$ cat src/rtl/div_iter.sv
// Iterative radix-2 restoring divider, one quotient bit per cycle.
// Signed or unsigned, with start/annul/ready handshake to the execute stage.
module div_iter #(
    parameter int WIDTH = 32
) (
    input  logic                 clk,
    input  logic                 rst,
    input  logic                 signed_div_i,
    input  logic [WIDTH-1:0]     opdata1_i,
    input  logic [WIDTH-1:0]     opdata2_i,
    input  logic                 start_i,
    input  logic                 annul_i,
    output logic [2*WIDTH-1:0]   result_o,
    output logic                 ready_o
);

    localparam int CW = $clog2(WIDTH + 1);
    localparam logic [CW-1:0] LAST = CW'(WIDTH);

    typedef enum logic [1:0] {
        S_IDLE,
        S_BYZERO,
        S_ON,
        S_END
    } state_t;

    state_t state_q, state_n;

    logic [CW-1:0]      cnt_q, cnt_n;
    logic [WIDTH-1:0]   p_q, p_n;
    logic [WIDTH-1:0]   d_q, d_n;
    logic [WIDTH-1:0]   q_q, q_n;
    logic [WIDTH-1:0]   v_q, v_n;
    logic               qneg_q, qneg_n;
    logic               rneg_q, rneg_n;
    logic [2*WIDTH-1:0] result_n;
    logic               ready_n;

    logic [WIDTH:0]     t;
    logic [WIDTH:0]     diff;
    logic               neg1;
    logic               neg2;

    always_ff @(posedge clk) begin
        if (rst) begin
            state_q  <= S_IDLE;
            cnt_q    <= '0;
            p_q      <= '0;
            d_q      <= '0;
            q_q      <= '0;
            v_q      <= '0;
            qneg_q   <= 1'b0;
            rneg_q   <= 1'b0;
            result_o <= '0;
            ready_o  <= 1'b0;
        end else begin
            state_q  <= state_n;
            cnt_q    <= cnt_n;
            p_q      <= p_n;
            d_q      <= d_n;
            q_q      <= q_n;
            v_q      <= v_n;
            qneg_q   <= qneg_n;
            rneg_q   <= rneg_n;
            result_o <= result_n;
            ready_o  <= ready_n;
        end
    end

    always_comb begin
        state_n  = state_q;
        cnt_n    = cnt_q;
        p_n      = p_q;
        d_n      = d_q;
        q_n      = q_q;
        v_n      = v_q;
        qneg_n   = qneg_q;
        rneg_n   = rneg_q;
        result_n = result_o;
        ready_n  = ready_o;

        t    = {p_q, d_q[WIDTH-1]};
        diff = t - {1'b0, v_q};
        neg1 = signed_div_i & opdata1_i[WIDTH-1];
        neg2 = signed_div_i & opdata2_i[WIDTH-1];

        unique case (state_q)
            S_IDLE: begin
                if (!annul_i && start_i) begin
                    if (opdata2_i == '0) begin
                        state_n = S_BYZERO;
                    end else begin
                        state_n = S_ON;
                        d_n     = neg1 ? -opdata1_i : opdata1_i;
                        v_n     = neg2 ? -opdata2_i : opdata2_i;
                        qneg_n  = neg1 ^ neg2;
                        rneg_n  = neg1;
                        p_n     = '0;
                        q_n     = '0;
                        cnt_n   = '0;
                    end
                end
            end
            S_BYZERO: begin
                result_n = '0;
                ready_n  = 1'b0;
                state_n  = annul_i ? S_IDLE : S_END;
            end
            S_ON: begin
                if (annul_i) begin
                    state_n  = S_IDLE;
                    result_n = '0;
                    ready_n  = 1'b0;
                end else if (cnt_q == LAST) begin
                    state_n  = S_END;
                    result_n = {rneg_q ? -p_q : p_q,
                                qneg_q ? -q_q : q_q};
                    ready_n  = 1'b1;
                end else begin
                    // A clear borrow bit means the divisor fit this step.
                    if (!diff[WIDTH]) begin
                        p_n = diff[WIDTH-1:0];
                        q_n = {q_q[WIDTH-2:0], 1'b1};
                    end else begin
                        p_n = t[WIDTH-1:0];
                        q_n = {q_q[WIDTH-2:0], 1'b0};
                    end
                    d_n   = d_q << 1;
                    cnt_n = cnt_q + 1'b1;
                end
            end
            S_END: begin
                if (!annul_i && start_i) begin
                    // Divide-by-zero arrives here with ready still low.
                    ready_n = 1'b1;
                end else begin
                    state_n  = S_IDLE;
                    result_n = '0;
                    ready_n  = 1'b0;
                end
            end
        endcase
    end

endmodule

$ cat config.mk
export PLATFORM = sky130hd
export DESIGN_NAME = div_iter
export DESIGN_NICKNAME = d
export VERILOG_FILES = /design/src/rtl/div_iter.sv
export SDC_FILE = /design/constraint.sdc
export NUM_CORES = 1
export LEC_CHECK = 0
export BUFFER_PORTS_ARGS = -buffer_cell sky130_fd_sc_hd__buf_2
export CORE_MARGIN = 2
export CORE_UTILIZATION = 45
export DETAILED_ROUTE_END_ITERATION = 10
export GPL_TIMING_DRIVEN = 0
export MAX_ROUTING_LAYER = met4
export SYNTH_ARGS = -nofsm -noshare
export SYNTH_HDL_FRONTEND = slang
export SYNTH_SLANG_ARGS = --single-unit
$ cat constraint.sdc
create_clock -name clk -period 8.35 [get_ports clk]
set_clock_uncertainty 0.1 [all_clocks]
set_input_delay 0.835 -clock clk [delete_from_list [all_inputs] [get_ports clk]]
set_output_delay 0.835 -clock clk [all_outputs]
set_load 0.05 [all_outputs]
==> impl_metrics.ini <==
[power]
peakVddDrop_v = 0.000135
total_power_mw = 3.46
power_density_mw_per_mm2 = 252
leakagePower_nw = 5.72

[yosys]
synth.top_cell.area_share = 0.344
synth_edf_count = 0
netlist_area_mm2 = 0.0118
synth_area_per_cell_um2 = 7.88
syn-num-nets = 1612
synthDistinctLibCells = 67
yosysSeqAreaShare = 0.344
yosys_most_used_dff = dfxtp_1
synth_area_leaders = dfxtp_1, xnor2_1, nand2_1, nor2_1, a21oi_1
postSynth.asyncResetShare = 0
syn-instance-count = 1501
yosys_warnings = 0
synth_seq_cells = 203
synth_area_leader_cell = dfxtp_1

[clock_network]
cts-root-buf = clkbuf_16
cts_max_level = 1
clk_pin_slew_worst_paths_ps = 60
post_cts_buffers = 0
clk_latency_ps = 520
cts.path.max_buffers = 3
hold_buffers = 0
cts_tree = built
cts_resized = 0
cts_sinks = 203
cts_made_buffers = 23

[finish]
final_nets = 1770
multiInputGateArea_mm2 = 0.00720
seqCellArea_mm2 = 0.00406
nFillCells = 2531
syn_to_final_growth_pct = 16.4
drive_gt1_frac = 0.120
final_common_cell = dfxtp_1
final_cell_mix = dfxtp_1, nand2_1, nor2_1

[grt]
grt.total_usage = 0.243
grt_max_degree = 14
grt.overflow.total = 0
grt_antenna_before_repair = 0
grt_pass1_wl_mm = 54.2
grt_pass1_vias = 10300

[sta]
finalSetupViolations = 0
worstMarginPinSlew_ps = 1050
fmax_ghz = 0.238
fin_setup_tns_ps = 0
hold_viol = 0
fin_crit_ps = 4200
rsz0062_at_grt = false
period_share = 0.503
slew_violations = 0
slew-limit-headroom = 0.291
fin_ws_ps = 4150

[worst_setup_path]
critPathMaxStageDelay_ps = 600
slowest_stage = a2111oi_0
crit_arrival_ps = 4510
cp_max_fo = 10
worstSetupEndpointType = register
path_class = register to register
crit_family = compound AO/OA/AOI/OAI gates
start_kind = register
crit_required_ps = 8660
path_buf_inv = 3
crit_chain = inv_1 > ha_1 > fa_1 > nor2b_1 > o2111ai_1 > a31oi_1 > a211oi_1 > a2111oi_0 > o21ai_0 > xor2_1 > buf_2 > clkbuf_1 > a32oi_1 > o31ai_1

[placed_design]
post-dp-hpwl_mm = 26.0
preCtsSetupSlack_ps = 4030
gp_congestion = 0.902
io_buffers = 133

[status]
status = finished, final reports clean

[floorplan]
initial_core_util = 0.457
die_w_um = 166
num_io_pins = 134
coreArea_mm2 = 0.0259
rows = 59
die_area_mm2 = 0.0276
dieHeight_um = 166

[job]
max_cap_viol_count = 0

[route]
drt_wl_total_mm = 33.7
post_drt_wl_per_cell_um = 16.7
dr_total_vias = 11100
drcViolationCount = 0
viasPerCell = 5.51
drt_iter0_markers = 756
dr.pass1.iters = 5
ant_nets = 0

[hold_path]
hp-class = register to register
tightest hold or removal path: stages, from the launching register on:
cell and delay [ps]:
dfxtp_1 310, nand2_1 50, a21oi_1 50
worst paths after layout:
kind                               from  endpoint  slack, ps  depth (start not counted)
worst max-delay path            d_q[31]   p_q[30]       4150                         14
worst min-delay path            d_q[25]   d_q[25]        360                          2
worst max register to register  d_q[31]   p_q[30]       4150                         14
worst min register to register  d_q[25]   d_q[25]        360                          2
power breakdown:
group	switching, mW	leakage (nW)	internal [mW]
Combinational	0.830	3.66	0.391
Sequential	0.0587	1.64	1.07
Clock	0.415	0.420	0.704
synthesized netlist by cell type (9+ instances only):
library cell	number
a211oi_1	37
a21o_1	12
a21oi_1	118
a22o_1	16
a22oi_1	36
buf_2	13
clkbuf_1	72
dfxtp_1	203
ha_1	41
inv_1	55
mux2i_1	28
nand2_1	170
nand2b_1	16
nand3_1	47
nand4_1	9
nor2_1	162
nor3_1	34
nor4_1	10
o21ai_0	91
o31ai_1	26
o41ai_1	13
or3_1	9
or4_1	15
xnor2_1	89
xor2_1	62
kinds of logic after synthesis:
family | synth area share
and+or+nand+nor | 0.198
AOI/OAI and AO/OA | 0.231
DFF | 0.344
xor gates and xnor gates | 0.112
buffers and inverters | 0.0475
adders and majority gates | 0.0451
muxes | 0.0237
per-layer routing:
metal	part of all wire	track usage
met1	0.51	0.361
met2	0.42	0.355
met3	0.055	0.0310
met4	0.014	0.0465
met5	0	-
metrics by stage:
step | instances | utilization | cell area [µm²] | hold WS (ps)
after floorplan | 1501 | - | 11800 | 332
after global placement | 1969 | 0.498 | 12900 | 342
after detailed placement | 1969 | 0.498 | 12900 | 347
after CTS | 2011 | 0.531 | 13800 | 355
after global routing | 2011 | 0.531 | 13800 | 373
final | 2012 | 0.531 | 13800 | 356
area by class of cell:
| cell class | count | area share |
|---|---|---|
| Clock inverter | 13 | 0.0145 |
| Tap cell | 335 | 0.0305 |
| Clock buffer | 29 | 0.0471 |
| Sequential cell | 203 | 0.295 |
| Multi-Input combinational cell | 1153 | 0.523 |
| Buffer | 90 | 0.0258 |
| Timing Repair Buffer | 133 | 0.0484 |
| Antenna cell | 1 | 0.000182 |
| Inverter | 55 | 0.0150 |
state kept, by name, summed over array words and instances, names as in the netlist:
register	cells
d_q	32
q_q	32
qneg_q	1
result_o	64
p_q	32
rneg_q	1
v_q	32
state_q	2
cnt_q	6
ready_o	1
Note: power is estimated with default switching activity, not from simulation.
